$ cat src/rtl/vga_pkg.sv
// Shared VGA constants: visible raster size, sync idle level, default colour depth
// and the compositor's pixel latency.
package vga_pkg;

    localparam int   H_VISIBLE     = 640;
    localparam int   V_VISIBLE     = 480;
    localparam logic SYNC_IDLE     = 1'b1;
    localparam int   RGB_W_DEFAULT = 3;
    localparam int   MIXER_LAT     = 2;

endpackage

$ cat src/rtl/sprite_layer_mixer_if.sv
// Pixel-stream bundle between VGA timing / sprite generators (master) and the
// layer compositor (slave).
interface sprite_layer_mixer_if #(
    parameter int LAYER_COUNT = 8,
    parameter int RGB_W       = vga_pkg::RGB_W_DEFAULT,
    parameter int IDX_W       = $clog2(LAYER_COUNT)
);

    logic                         frame_start;
    logic                         video_on;
    logic                         hsync_in;
    logic                         vsync_in;
    logic [LAYER_COUNT-1:0]       layer_valid;
    logic [LAYER_COUNT-1:0]       layer_active;
    logic [LAYER_COUNT*RGB_W-1:0] layer_rgb;
    logic [RGB_W-1:0]             bg_rgb;

    logic [RGB_W-1:0]             rgb_out;
    logic                         hsync_out;
    logic                         vsync_out;
    logic                         video_on_out;
    logic                         hit_any;
    logic [IDX_W-1:0]             hit_layer;
    logic [LAYER_COUNT-1:0]       collision;
    logic                         collision_valid;

    modport master (
        output frame_start, video_on, hsync_in, vsync_in,
               layer_valid, layer_active, layer_rgb, bg_rgb,
        input  rgb_out, hsync_out, vsync_out, video_on_out,
               hit_any, hit_layer, collision, collision_valid
    );

    modport slave (
        input  frame_start, video_on, hsync_in, vsync_in,
               layer_valid, layer_active, layer_rgb, bg_rgb,
        output rgb_out, hsync_out, vsync_out, video_on_out,
               hit_any, hit_layer, collision, collision_valid
    );

endinterface

$ cat src/rtl/sprite_layer_mixer_prio_encoder.sv
// Lowest-index-wins priority encoder; also used for bullet slot allocation.
module prio_encoder #(
    parameter int WIDTH = 8,
    parameter int IDX_W = (WIDTH > 1) ? $clog2(WIDTH) : 1
) (
    input  logic [WIDTH-1:0] req,
    output logic [IDX_W-1:0] idx,
    output logic             any
);

    always_comb begin
        idx = '0;
        any = |req;
        // Scan downwards so the lowest set bit is the last one written.
        for (int i = WIDTH - 1; i >= 0; i--) begin
            if (req[i]) begin
                idx = IDX_W'(i);
            end
        end
    end

endmodule

$ cat src/rtl/sprite_layer_mixer.sv
// Two-stage sprite compositor: fixed-priority layer merge over background, delayed syncs.
// Define MIXER_COLLISION_EN to build the per-frame layer overlap accumulator.
module sprite_layer_mixer
    import vga_pkg::*;
#(
    parameter int LAYER_COUNT = 8,
    parameter int RGB_W       = RGB_W_DEFAULT,
    parameter int IDX_W       = $clog2(LAYER_COUNT)
) (
    input logic                 clk25,
    input logic                 reset_n,
    sprite_layer_mixer_if.slave bus
);

    logic [LAYER_COUNT-1:0] draw;
    logic [IDX_W-1:0]       win_idx;
    logic                   win_any;
    logic [RGB_W-1:0]       win_rgb;

    assign draw = bus.layer_valid & bus.layer_active;

    prio_encoder #(
        .WIDTH (LAYER_COUNT),
        .IDX_W (IDX_W)
    ) u_prio (
        .req (draw),
        .idx (win_idx),
        .any (win_any)
    );

    assign win_rgb = win_any ? bus.layer_rgb[int'(win_idx) * RGB_W +: RGB_W] : bus.bg_rgb;

    // Stage 1: winner selection registered.
    logic [IDX_W-1:0] idx_p1;
    logic             any_p1;
    logic [RGB_W-1:0] rgb_p1;
    logic             video_on_p1;
    logic             hsync_p1;
    logic             vsync_p1;

    always_ff @(posedge clk25) begin
        if (!reset_n) begin
            idx_p1      <= '0;
            any_p1      <= 1'b0;
            rgb_p1      <= '0;
            video_on_p1 <= 1'b0;
            hsync_p1    <= SYNC_IDLE;
            vsync_p1    <= SYNC_IDLE;
        end else begin
            idx_p1      <= win_idx;
            any_p1      <= win_any;
            rgb_p1      <= win_rgb;
            video_on_p1 <= bus.video_on;
            hsync_p1    <= bus.hsync_in;
            vsync_p1    <= bus.vsync_in;
        end
    end

    // Stage 2: blanking applied, outputs registered.
    logic [RGB_W-1:0] rgb_p2;
    logic             hit_any_p2;
    logic [IDX_W-1:0] hit_layer_p2;
    logic             video_on_p2;
    logic             hsync_p2;
    logic             vsync_p2;

    always_ff @(posedge clk25) begin
        if (!reset_n) begin
            rgb_p2       <= '0;
            hit_any_p2   <= 1'b0;
            hit_layer_p2 <= '0;
            video_on_p2  <= 1'b0;
            hsync_p2     <= SYNC_IDLE;
            vsync_p2     <= SYNC_IDLE;
        end else begin
            rgb_p2       <= video_on_p1 ? rgb_p1 : '0;
            hit_any_p2   <= video_on_p1 & any_p1;
            hit_layer_p2 <= (video_on_p1 & any_p1) ? idx_p1 : '0;
            video_on_p2  <= video_on_p1;
            hsync_p2     <= hsync_p1;
            vsync_p2     <= vsync_p1;
        end
    end

    assign bus.rgb_out      = rgb_p2;
    assign bus.hit_any      = hit_any_p2;
    assign bus.hit_layer    = hit_layer_p2;
    assign bus.video_on_out = video_on_p2;
    assign bus.hsync_out    = hsync_p2;
    assign bus.vsync_out    = vsync_p2;

`ifdef MIXER_COLLISION_EN
    logic [LAYER_COUNT-1:0] draw_p1;
    logic                   frame_start_p1;
    logic [LAYER_COUNT-1:0] ov;
    logic [LAYER_COUNT-1:0] acc;
    logic [LAYER_COUNT-1:0] collision_p2;
    logic                   collision_vld_p2;

    // Two or more bits set is equivalent to popcount >= 2: clearing the lowest set bit leaves some.
    function automatic logic multi_hot(input logic [LAYER_COUNT-1:0] v);
        return (v & (v - LAYER_COUNT'(1))) != '0;
    endfunction

    assign ov = draw_p1 & {LAYER_COUNT{video_on_p1 & multi_hot(draw_p1)}};

    always_ff @(posedge clk25) begin
        if (!reset_n) begin
            draw_p1          <= '0;
            frame_start_p1   <= 1'b0;
            acc              <= '0;
            collision_p2     <= '0;
            collision_vld_p2 <= 1'b0;
        end else begin
            draw_p1        <= draw;
            frame_start_p1 <= bus.frame_start;
            if (frame_start_p1) begin
                // Pixel (0,0) opens the new frame, so its overlap seeds the fresh accumulator.
                collision_p2     <= acc;
                acc              <= ov;
                collision_vld_p2 <= 1'b1;
            end else begin
                acc              <= acc | ov;
                collision_vld_p2 <= 1'b0;
            end
        end
    end

    assign bus.collision       = collision_p2;
    assign bus.collision_valid = collision_vld_p2;
`else
    assign bus.collision       = '0;
    assign bus.collision_valid = 1'b0;
`endif

endmodule

$ cat src/flat_wrapper.sv
// flat-port wrapper written by rule: the top's interface ports become plain ports
module sprite_layer_mixer_flat import vga_pkg::*;
#(
    parameter int LAYER_COUNT = 8,
    parameter int RGB_W       = RGB_W_DEFAULT,
    parameter int IDX_W       = $clog2(LAYER_COUNT)
)
  (clk25, reset_n, bus_frame_start, bus_video_on, bus_hsync_in, bus_vsync_in, bus_layer_valid, bus_layer_active, bus_layer_rgb, bus_bg_rgb, bus_rgb_out, bus_hsync_out, bus_vsync_out, bus_video_on_out, bus_hit_any, bus_hit_layer, bus_collision, bus_collision_valid);
  sprite_layer_mixer_if #(.LAYER_COUNT(LAYER_COUNT), .RGB_W(RGB_W), .IDX_W(IDX_W)) bus_i ();
  input logic clk25;
  input logic reset_n;
  input wire logic [$bits(bus_i.frame_start)-1:0] bus_frame_start;
  input wire logic [$bits(bus_i.video_on)-1:0] bus_video_on;
  input wire logic [$bits(bus_i.hsync_in)-1:0] bus_hsync_in;
  input wire logic [$bits(bus_i.vsync_in)-1:0] bus_vsync_in;
  input wire logic [$bits(bus_i.layer_valid)-1:0] bus_layer_valid;
  input wire logic [$bits(bus_i.layer_active)-1:0] bus_layer_active;
  input wire logic [$bits(bus_i.layer_rgb)-1:0] bus_layer_rgb;
  input wire logic [$bits(bus_i.bg_rgb)-1:0] bus_bg_rgb;
  output wire logic [$bits(bus_i.rgb_out)-1:0] bus_rgb_out;
  output wire logic [$bits(bus_i.hsync_out)-1:0] bus_hsync_out;
  output wire logic [$bits(bus_i.vsync_out)-1:0] bus_vsync_out;
  output wire logic [$bits(bus_i.video_on_out)-1:0] bus_video_on_out;
  output wire logic [$bits(bus_i.hit_any)-1:0] bus_hit_any;
  output wire logic [$bits(bus_i.hit_layer)-1:0] bus_hit_layer;
  output wire logic [$bits(bus_i.collision)-1:0] bus_collision;
  output wire logic [$bits(bus_i.collision_valid)-1:0] bus_collision_valid;
  assign bus_i.frame_start = bus_frame_start;
  assign bus_i.video_on = bus_video_on;
  assign bus_i.hsync_in = bus_hsync_in;
  assign bus_i.vsync_in = bus_vsync_in;
  assign bus_i.layer_valid = bus_layer_valid;
  assign bus_i.layer_active = bus_layer_active;
  assign bus_i.layer_rgb = bus_layer_rgb;
  assign bus_i.bg_rgb = bus_bg_rgb;
  assign bus_rgb_out = bus_i.rgb_out;
  assign bus_hsync_out = bus_i.hsync_out;
  assign bus_vsync_out = bus_i.vsync_out;
  assign bus_video_on_out = bus_i.video_on_out;
  assign bus_hit_any = bus_i.hit_any;
  assign bus_hit_layer = bus_i.hit_layer;
  assign bus_collision = bus_i.collision;
  assign bus_collision_valid = bus_i.collision_valid;
  sprite_layer_mixer #(.LAYER_COUNT(LAYER_COUNT), .RGB_W(RGB_W), .IDX_W(IDX_W)) u_core (.clk25(clk25), .reset_n(reset_n), .bus(bus_i));
endmodule
$ cat config.mk
export PLATFORM = sky130hd
export DESIGN_NAME = sprite_layer_mixer_flat
export DESIGN_NICKNAME = d
export VERILOG_FILES = /design/src/rtl/vga_pkg.sv /design/src/rtl/sprite_layer_mixer_if.sv /design/src/rtl/sprite_layer_mixer_prio_encoder.sv /design/src/rtl/sprite_layer_mixer.sv /design/src/flat_wrapper.sv
export SDC_FILE = /design/constraint.sdc
export NUM_CORES = 1
export LEC_CHECK = 0
export ABC_AREA = 0
export ABC_CLOCK_PERIOD_IN_PS = 2100
export CORE_ASPECT_RATIO = 0.6
export CORE_UTILIZATION = 34
export CTS_CLUSTER_DIAMETER = 60
export DETAILED_ROUTE_END_ITERATION = 12
export PLACE_DENSITY = 0.8
export SETUP_SLACK_MARGIN = 0.2
export SYNTH_ARGS = -nofsm -noshare
export SYNTH_HDL_FRONTEND = slang
export SYNTH_HIERARCHICAL = 1
export SYNTH_SLANG_ARGS = --single-unit
$ cat constraint.sdc
create_clock -name clk25 -period 2.1 [get_ports clk25]
set_clock_uncertainty 0.05 [all_clocks]
set_input_delay 0.315 -clock clk25 [delete_from_list [all_inputs] [get_ports clk25]]
set_output_delay 0.315 -clock clk25 [all_outputs]
set_load 0.005 [all_outputs]
==> flow_metrics.env <==
export IMPL_num_nets_final=216
export IMPL_timing_setup_tns_ns=0
export IMPL_p_switching_mw=0.2295
export IMPL_period_needed_ns=1.847
export IMPL_violations="design-rule violations"
export IMPL_gr_usage_all_layers=0.2023
export IMPL_ir_drop_mv=0.2683
export IMPL_path_common_cell="buf_6"
export IMPL_worst_path_max_fanout=3
export IMPL_synth_compound_area_frac=0.06658
export IMPL_drive_gt1_frac=0.2831
export IMPL_clock_power_share=0.353
export IMPL_antenna_left=0
export IMPL_synthToLayoutAreaGrowth_pct=91.25
export IMPL_cp_top_family="simple AND/OR/NAND/NOR gates"
export IMPL_cts_tree="yes"
export IMPL_timing_final_max_slew_violations=0
export IMPL_p_leak_nw=0.8161
export IMPL_clockRootBuffer="clkbuf_8"
export IMPL_routedWlPerCell_um=14.43
export IMPL_n_fill_cell=176
export IMPL_path_clk_slew_ns=0.07
export IMPL_path_class="input port to register"
export IMPL_cp_start_kind="input port"
export IMPL_wl_mm=2.858
export IMPL_cp_num_buf_inv=3
export IMPL_end_kind="register"
export IMPL_worstHoldPathType="register to register"
export IMPL_cts_sink_count=20
export IMPL_avgSynthCellArea_um2=10.42
export IMPL_start_util=0.3697
export IMPL_diodes=0
export IMPL_hold_ws_ns=0.3609
export IMPL_core_area_um2=2592
export IMPL_portBuffers=57
export IMPL_synth_seq_cells=20
export IMPL_placed_cells=188
export IMPL_antenna_found_initial=0
export IMPL_p_per_area_nw_per_um2=583.5
export IMPL_combPwrFrac=0.268
export IMPL_dr_pass1_iters=8
export IMPL_syn_area_um2=958.4
export IMPL_fin_crit_sh=0.8797
export IMPL_drv_cap=0
export IMPL_final_common_cell="clkdlybuf4s50_1"
export IMPL_synth_area_leaders="dfxtp_1 42%, mux2i_1 13%, and2_1 11%, buf_4 7.8%, mux4_2 7.0%"
export IMPL_finalHoldViolations=0
export IMPL_synthSimpleGateAreaFrac=0.2089
export IMPL_placementRows=14
export IMPL_p_sw_frac=0.2146
export IMPL_grt_overflow=0
export IMPL_synth_top_family_by_area="simple AND/OR/NAND/NOR gates"
export IMPL_syn_inst=92
export IMPL_crit_arrival_ns=1.99
export IMPL_dpl_worst_slack_ns=-0.3720
export IMPL_die_w_um=70.54
export IMPL_drc=4
export IMPL_path_cells="dlymetal6s2s_1, and2_4, buf_6, buf_6, nor4_4, and3b_2, mux4_2, a21oi_2"
export IMPL_grt_pass1_vias=890
export IMPL_outcome="finished with violations"
export IMPL_cts_path_max_buffers=2
export IMPL_htreeDepth=1
export IMPL_ys_warn_count=6
export IMPL_grt_max_degree=18
export IMPL_finalSetupViolCount=0
export IMPL_instances_no_fill=198
export IMPL_cts_buffers=3
export IMPL_crit_path_top_delay_cell="mux4_2"
export IMPL_routed_via_count=912
export IMPL_seq_power_share=0.380
export IMPL_grt_pass1_wl_mm=4.478
export IMPL_die_area_um2=3042
export IMPL_cp_slowest_stage_delay_ns=0.46
export IMPL_setup_ws_ns=0.2526
export IMPL_synthMuxAreaShare=0.1958
export IMPL_io_pins=68
export IMPL_rsz0062_at_grt="no"
export IMPL_gp_congestion=0.7357
export IMPL_synth_xor_area_share=0
export IMPL_required_ns=2.25
export IMPL_fmax_ghz=0.5413
export IMPL_synth_distinct_cells=21
export IMPL_p_int_mw=0.8400
export IMPL_yosysTopAreaCell="dfxtp_1"
export IMPL_synth_adder_area_share=0
export IMPL_fp_dieH_um=43.13
export IMPL_mostFrequentLayoutCells="41 x clkdlybuf4s50_1, 20 x dfxtp_1, 12 x mux2i_1"
export IMPL_vias_per_cell=4.606
export IMPL_initialDrtViolationCount=46
export IMPL_synth_top_cell_area_share=0.4178
export IMPL_ys_seq_area_frac=0.4178
export IMPL_clk_latency_ns=0.26
cells in the mapped netlist, drive strengths merged:
library cell / instances
a21boi: 1
a21oi: 4
and2: 17
and3: 4
and3b: 1
buf: 11
clkbuf: 1
conb: 1
dfxtp: 20
inv: 1
mux2i: 12
mux4: 3
nand2b: 4
nand3: 1
nor2: 3
nor2b: 1
nor4: 1
o21ai: 4
o21bai: 1
o41ai: 1
routing by layer:
metal  up-vias  wire length (µm)  share of wire  track usage
li1        448                 -              -            -
met1       430              1258           0.44       0.2398
met2        34              1476           0.52       0.3631
met3         0               124          0.043      0.05463
met4         0                 0              0      0.06000
met5         -                 0              0            0
logic make-up after synthesis:
kind of cell | Yosys count
AND/OR/NAND/NOR | 32
flip-flops | 20
multiplexers | 15
buffers and inverters | 13
AO/OA/AOI/OAI | 11
other | 1
final timing paths:
kind,start,endpoint,slack [ns],depth (start not counted)
setup reg to reg,u_core/video_on_p1$_SDFF_PN0_,u_core/bus.hit_layer[1]$_SDFF_PN0_,1.24,2
setup / recovery,bus_layer_valid[4],u_core/rgb_p1[2]$_SDFF_PN0_,0.25,8
hold / removal,u_core/vsync_p1$_SDFF_PN1_,u_core/bus.vsync_out$_SDFF_PN1_,0.36,1
hold reg to reg,u_core/vsync_p1$_SDFF_PN1_,u_core/bus.vsync_out$_SDFF_PN1_,0.36,1
repair_timing:
action,4_1_cts,5_1_grt
pin swaps,15,11
hold buffers,0,0
resized for setup,37,22
setup endpoints to repair,3,3
buffers inserted,2,4
registers in the layout, summed over array words and instances, names as in the netlist:
| register | cells |
|---|---|
| u_core/any_p1 | 1 |
| u_core/bus.hit_any | 1 |
| u_core/bus.hit_layer | 3 |
| u_core/bus.hsync_out | 1 |
| u_core/bus.rgb_out | 3 |
| u_core/bus.video_on_out | 1 |
| u_core/bus.vsync_out | 1 |
| u_core/hsync_p1 | 1 |
| u_core/idx_p1 | 3 |
| u_core/rgb_p1 | 3 |
| u_core/video_on_p1 | 1 |
| u_core/vsync_p1 | 1 |
final cells by class:
type | count | area, µm² | area share
Timing Repair Buffer | 74 | 715.7 | 0.3904
Multi-Input combinational cell | 67 | 599.3 | 0.3270
Clock buffer | 3 | 41.29 | 0.02253
Tap cell | 32 | 40.04 | 0.02184
Sequential cell | 20 | 400.4 | 0.2184
Inverter | 1 | 6.256 | 0.003413
Clock inverter | 1 | 30.03 | 0.01638
stage by stage:
stage                     total power, mW  utilization  instance area, µm²
after floorplan                    0.5345            -               991.0
after global placement             0.6438       0.6144                1593
after detailed placement           0.6504       0.6144                1593
after CTS                           1.050       0.6733                1745
after global routing                1.119       0.7070                1833
final                               1.070       0.7070                1833
power groups by stage:
stage                     logic (mW)  registers (mW)  clock network, mW
after detailed placement       0.236           0.414                  0
final                          0.286           0.406              0.377
after global placement         0.230           0.414                  0
after global routing           0.306           0.408              0.405
after CTS                      0.260           0.406              0.384
after floorplan                0.121           0.413                  0
Note: power is estimated with default switching activity, not from simulation.
==> RTL change 1 (same flow settings) <==
Add a define of `MIXER_COLLISION_EN`.
--- a/src/rtl/sprite_layer_mixer.sv
+++ b/src/rtl/sprite_layer_mixer.sv
@@ -1,5 +1,7 @@
 // Two-stage sprite compositor: fixed-priority layer merge over background, delayed syncs.
 // Define MIXER_COLLISION_EN to build the per-frame layer overlap accumulator.
+`define MIXER_COLLISION_EN
+
 module sprite_layer_mixer
     import vga_pkg::*;
 #(
Formal check against the unedited RTL: not equivalent (a bounded check fails within 4 cycles, from zero or initial values and one cycle with reset_n low).
==> RTL change 1 against the original RTL <==
Routed wire length rose by 53%; total power rose by 75%; critical path depth fell by 4; sequential cell count rose by 26; design area rose by 52%; worst setup slack got worse by 30 ps; synthesized area rose by 94%; clock power rose by 76%.
==> RTL change 1: results (changes against the original RTL) <==
Routing:
- The violation count after the first detailed-route iteration is 63 (+37%).
- The top metal layer carrying routed signals is met4.
- The met2 wire length was 1.99 mm (+34%).
- The number of iterations in the first detailed-routing pass is 4 (-4).
- The routed metal-1 wirelength is 2.12 mm (+68%).
- The detail-routed via count per cell is 4.93 (+7.1%).
- The routed wire length per instance is 13.6 um (-5.6%).
- The sum of met3 wire segment lengths after detailed routing is 252 um (+100%).

Synthesis:
- The synthesized area per cell came to 10.4 um^2 (-0.36%).
- Yosys attributes the largest share of cell area to dfxtp_1, mux4_2, and2_1.
- The number of different library cells in the post-synthesis netlist is 35 (+67%).
- The share of the yosys chip area belonging to registers is 49.6% (+7.8 points).

Place:
- The cell total after placement came to 311 (+65%).
- The number of I/O port buffers was 67 (+18%).
- The weighted congestion reported at the end of routability-driven placement is 0.788 (+7.2%).
- The half-perimeter wire length after detailed placement is 3.34 mm.
- The cell area after placement is 0.00265 mm^2 (+66%).
- The post-placement worst setup slack was -340 ps (+32.0 ps).

Cells and area:
- The fraction of final layout cells sized beyond drive strength 1 came to 18.0% (-10 points).
- The number of inserted filler cells in the final layout is 481 (+170%).

Global route:
- The all-layer global routing usage is 15.6% (-4.7 points).
- The largest net degree at the start of global routing is 25 (+7).
- The first-pass GRT wire length is 7.02 mm (+57%).
- The via count of the first global-routing pass was 1511 (+70%).
- The met2 demand-to-capacity share in global routing is 26.3% (-10 points).
- The met1 routing resource usage after global routing is 19.9% (-4.0 points).
- The met3 routing resource usage after global routing is 4.95% (-0.51 points).

Clock tree:
- The post-CTS clock slew at the launch and capture registers of the worst setup and hold paths was 90 ps (+20 ps).
- The level count of the clock H-tree came to 2 (+1).
- The clock latency on the worst-skew pair came to 300 ps (+40 ps).
- The count of cells resized by post-cts repair is 35 (-5.4%).
- The maximum count of clock buffers along a single path is 2 (unchanged).
- The count of buffers added by post-CTS timing repair for setup is 1 (-1).
- The number of buffers added by the clock tree synthesis step came to 5 (+2).

Pwr:
- The maximum vdd drop was 278 uV (+3.8%).
- The part of the power in combinational logic is 15.0% (-12 points).
- The total clock network power is 664 uW (+76%).
- The switching component of the power came to 430 uW (+87%).

Worst setup path:
- The most critical setup path has its startpoint at u_core/draw_p1[0].
- The depth of the most critical reg-to-reg path came to 4 (+2).
- The highest fanout seen on the critical path is 6 (+3).
- The data arrival time of the critical path was 2020 ps (+30 ps).
- The timing endpoint of the critical path is u_core/acc[2].
- The internal reg-to-reg setup slack came to 220 ps (-1020 ps).

Min path:
- The instance count along the most critical hold path is 2 (+1).
- The hold path endpoint is u_core/draw_p1[6].
- The launch instance of the worst min-delay path is bus_layer_active[6].
- The tightest min-delay check is of the input port to flop type.

Status:
- The flow ran to the end, and the final reports show no timing, DRC or antenna violations.

Timing:
- The clock period minus worst slack was 1880 ps (+30.4 ps).
==> RTL change 1: cell types whose count changed in the layout (fill, tap and decap cells not counted), sizes merged, moves of 8 or more <==
cell	unedited run	this run
conb	9	0
and3	4	12
nand2	0	9
clkdlybuf4s50	41	51
nor2b	1	12
dfxtp	20	46
==> RTL change 1: cell type report <==
| type | instances | area [um^2] | area share (%) |
|---|---|---|---|
| multi-input combinational | 121 | 937 | 33.6 |
| tap | 66 | 82.6 | 2.96 |
| timing repair buffer | 78 | 728 | 26.1 |
| sequential | 46 | 921 | 33.0 |
| clock inverter | 3 | 43.8 | 1.57 |
| inverter | 2 | 7.51 | 0.269 |
| clock buffer | 5 | 68.8 | 2.47 |
==> RTL change 1: critical path, stage by stage, from the launching register on <==
cell and delay, ps:
dfxtp_1 340, or4_1 670, o22ai_1 240, o2bb2ai_1 130
o311a_2 340
==> RTL change 1: cell families after synthesis <==
logic type,synth area share [%]
and+or+nand+nor,21.7
DFF,49.6
AOI/OAI and AO/OA,13.0
muxes,13.2
buffers and inverters,2.56
==> RTL change 2 (config.mk and constraints unchanged) <==
Without the edit above. `LAYER_COUNT` is set to 8 in 3 places; all go to 4.
--- a/src/rtl/sprite_layer_mixer_if.sv
+++ b/src/rtl/sprite_layer_mixer_if.sv
@@ -1,7 +1,7 @@
 // Pixel-stream bundle between VGA timing / sprite generators (master) and the
 // layer compositor (slave).
 interface sprite_layer_mixer_if #(
-    parameter int LAYER_COUNT = 8,
+    parameter int LAYER_COUNT = 4,
     parameter int RGB_W       = vga_pkg::RGB_W_DEFAULT,
     parameter int IDX_W       = $clog2(LAYER_COUNT)
 );
--- a/src/rtl/sprite_layer_mixer.sv
+++ b/src/rtl/sprite_layer_mixer.sv
@@ -3,7 +3,7 @@
 module sprite_layer_mixer
     import vga_pkg::*;
 #(
-    parameter int LAYER_COUNT = 8,
+    parameter int LAYER_COUNT = 4,
     parameter int RGB_W       = RGB_W_DEFAULT,
     parameter int IDX_W       = $clog2(LAYER_COUNT)
 ) (
--- a/src/flat_wrapper.sv
+++ b/src/flat_wrapper.sv
@@ -1,7 +1,7 @@
 // flat-port wrapper written by rule: the top's interface ports become plain ports
 module sprite_layer_mixer_flat import vga_pkg::*;
 #(
-    parameter int LAYER_COUNT = 8,
+    parameter int LAYER_COUNT = 4,
     parameter int RGB_W       = RGB_W_DEFAULT,
     parameter int IDX_W       = $clog2(LAYER_COUNT)
 )
Interface: changed (5 resized); port bits go from 68 to 43. No check against the original RTL was run, so the function may have changed too.
==> RTL change 2 against the original RTL <==
Design area fell by 40%; synthesized area decreased by 27%; worst setup slack improved by 280 ps; combinational power is 60% lower; routed wire length fell by 50%; sequential cell count decreased by 2; maximum frequency increased by 18%; synthesized cell count down 28%; count of clock-buffer cells in the layout grew 1; total power shrank 36%; hold slack improved by 3.2 ps; sequential power fell by 10%; largest cell class unchanged; largest power group unchanged.
==> RTL change 2: results (changes against the original RTL) <==
Status:
- The run finished with clean final reports.

Worst setup path:
- The slowest library cell on the worst path is clkdlybuf4s50_1.
- The gate family responsible for the most delay along the worst path is buffers and inverters.
- The depth of the most critical reg-to-reg path is 2 (unchanged).
- For flop-to-flop paths, the worst setup slack is 1250 ps.
- The highest fanout seen on the critical path came to 7 (+4).
- In this run the critical register-to-register path is captured at u_core/bus.hit_layer[1].
- The worst flop-to-flop path startpoint is u_core/video_on_p1.
- The data arrival time of the critical path is 1670 ps (-320 ps).
- The critical path's largest stage delay is 400 ps (-60 ps).

Routing:
- The total detailed-routing wirelength is 1.43 mm (-50%).
- The number of iterations in the first detailed-routing pass is 2 (-6).
- The violation count after the first detailed-route iteration is 26 (-43%).
- The detail-routed via count per cell is 4.14 (-10%).

Clock tree:
- The tree is rooted in a clkbuf_4.
- The level count of the clock H-tree is 1 (unchanged).
- The number of buffers added by the clock tree synthesis step is 3 (unchanged).
- The maximum count of clock buffers along a single path is 2 (unchanged).
- The count of buffers added by post-CTS timing repair for setup is 0 (-2).
- The count of cells resized by post-cts repair is 0 (-100%).
- The post-CTS clock slew at the launch and capture registers of the worst setup and hold paths is 90 ps (+20 ps).
- The clock latency on the worst-skew pair is 290 ps (+30 ps).

Global route:
- The first-pass GRT wire length came to 2.08 mm (-54%).
- The all-layer global routing usage is 13.4% (-6.8 points).
- The largest net degree at the start of global routing was 19 (+1).
- The via count of the first global-routing pass was 446 (-50%).

Min path:
- The class of the most critical hold timing path is flop to flop.
- The hold path endpoint is u_core/bus.hsync_out.
- The instance count along the most critical hold path came to 1 (unchanged).
- The worst hold path begins at u_core/hsync_p1.

Cells and area:
- The number of inserted filler cells in the final layout was 176 (unchanged).
- The final antenna diode count came to 0 (unchanged).
- The number of nets in the layout is 134 (-38%).
- The fraction of final layout cells sized beyond drive strength 1 is 5.77% (-23 points).

Timing:
- The worst hold margin is 364 ps (+3.19 ps).

Place:
- The wire-length estimate of the detail-placed layout is 1.14 mm.
- The weighted congestion reported at the end of routability-driven placement came to 0.676 (-8.1%).
- The post-placement worst setup slack is 217 ps (+589 ps).
- The cell area after placement was 0.00106 mm^2 (-33%).
- The number of I/O port buffers was 36 (-37%).

Synthesis:
- The number of different library cells in the post-synthesis netlist is 18 (-14%).
- The adder-cell share of the synthesized area was 0% (unchanged).
- The number of warnings reported in the yosys synthesis log is 6 (unchanged).
- The share of the yosys chip area belonging to registers was 51.6% (+9.8 points).
- Sorting the synthesized cells by how often they occur yields dfxtp_1, and2_1, mux2i_1.
- The mux contribution to synthesized area was 8.60% (-11 points).
- The complex-gate fraction of the synthesized area is 5.02% (-1.6 points).
- The synthesized-area fraction occupied by xor and xnor cells is 0% (unchanged).
- In the post-synthesis netlist, the biggest area contributors are dfxtp_1, and2_1, mux2i_1.
- The async set-reset flop share out of synthesis is 0% (unchanged).

Pwr:
- The standby leakage power is 0.000445 uW (-45%).
- The maximum vdd drop is 199 uV (-26%).
## RTL change 2: routing by layer
metal / track usage [%] / up-vias / wire [um]
met3: 5.32 / 0 / 98
met1: 18.1 / 234 / 688
li1: - / 288 / -
met4: 3.41 / 0 / 0
met5: 0 / - / 0
met2: 19.8 / 24 / 645
## RTL change 2: how the worst max path moves through the flow
stage / from / endpoint / slack, ps / cells past startpoint
2_1_floorplan: bus_layer_valid[0] / u_core/rgb_p1[1] / 760 / 5
3_3_place_gp: bus_layer_valid[0] / u_core/rgb_p1[2] / 270 / 6
3_5_place_dp: bus_layer_valid[0] / u_core/rgb_p1[2] / 220 / 6
4_1_cts: bus_layer_valid[0] / u_core/rgb_p1[2] / 530 / 6
5_1_grt: bus_layer_valid[0] / u_core/rgb_p1[2] / 370 / 6
6_report: bus_layer_valid[0] / u_core/rgb_p1[2] / 540 / 6
## RTL change 2: report_power, final
part           switching (uW)  internal, uW
registers                4.79           359
logic                    36.9          75.6
clock network            98.5           106
## RTL change 2: cells by family after synthesis
family	Yosys count
compound gates	4
mux	6
flops	18
simple gates	29
buf+inv	8
other cells	1
## RTL change 2: final cells by class
type | instances | area (um^2) | area share [%]
repair buffers | 37 | 368 | 33.5
multi-input cells | 44 | 295 | 26.9
flip-flops and latches | 18 | 360 | 32.8
well taps | 28 | 35.0 | 3.19
inverters | 1 | 3.75 | 0.342
clock buffers | 4 | 36.3 | 3.30
## RTL change 2: through the flow
stage	power [uW]	instances
after floorplan	424	70
after global placement	481	128
after detailed placement	485	128
after CTS	690	132
after global routing	714	132
final	680	132
## RTL change 2: worst reg2reg max path: stages, from the launching register on
cell and delay [ps]:
dfxtp_1 350, and3_1 200, and2_1 150
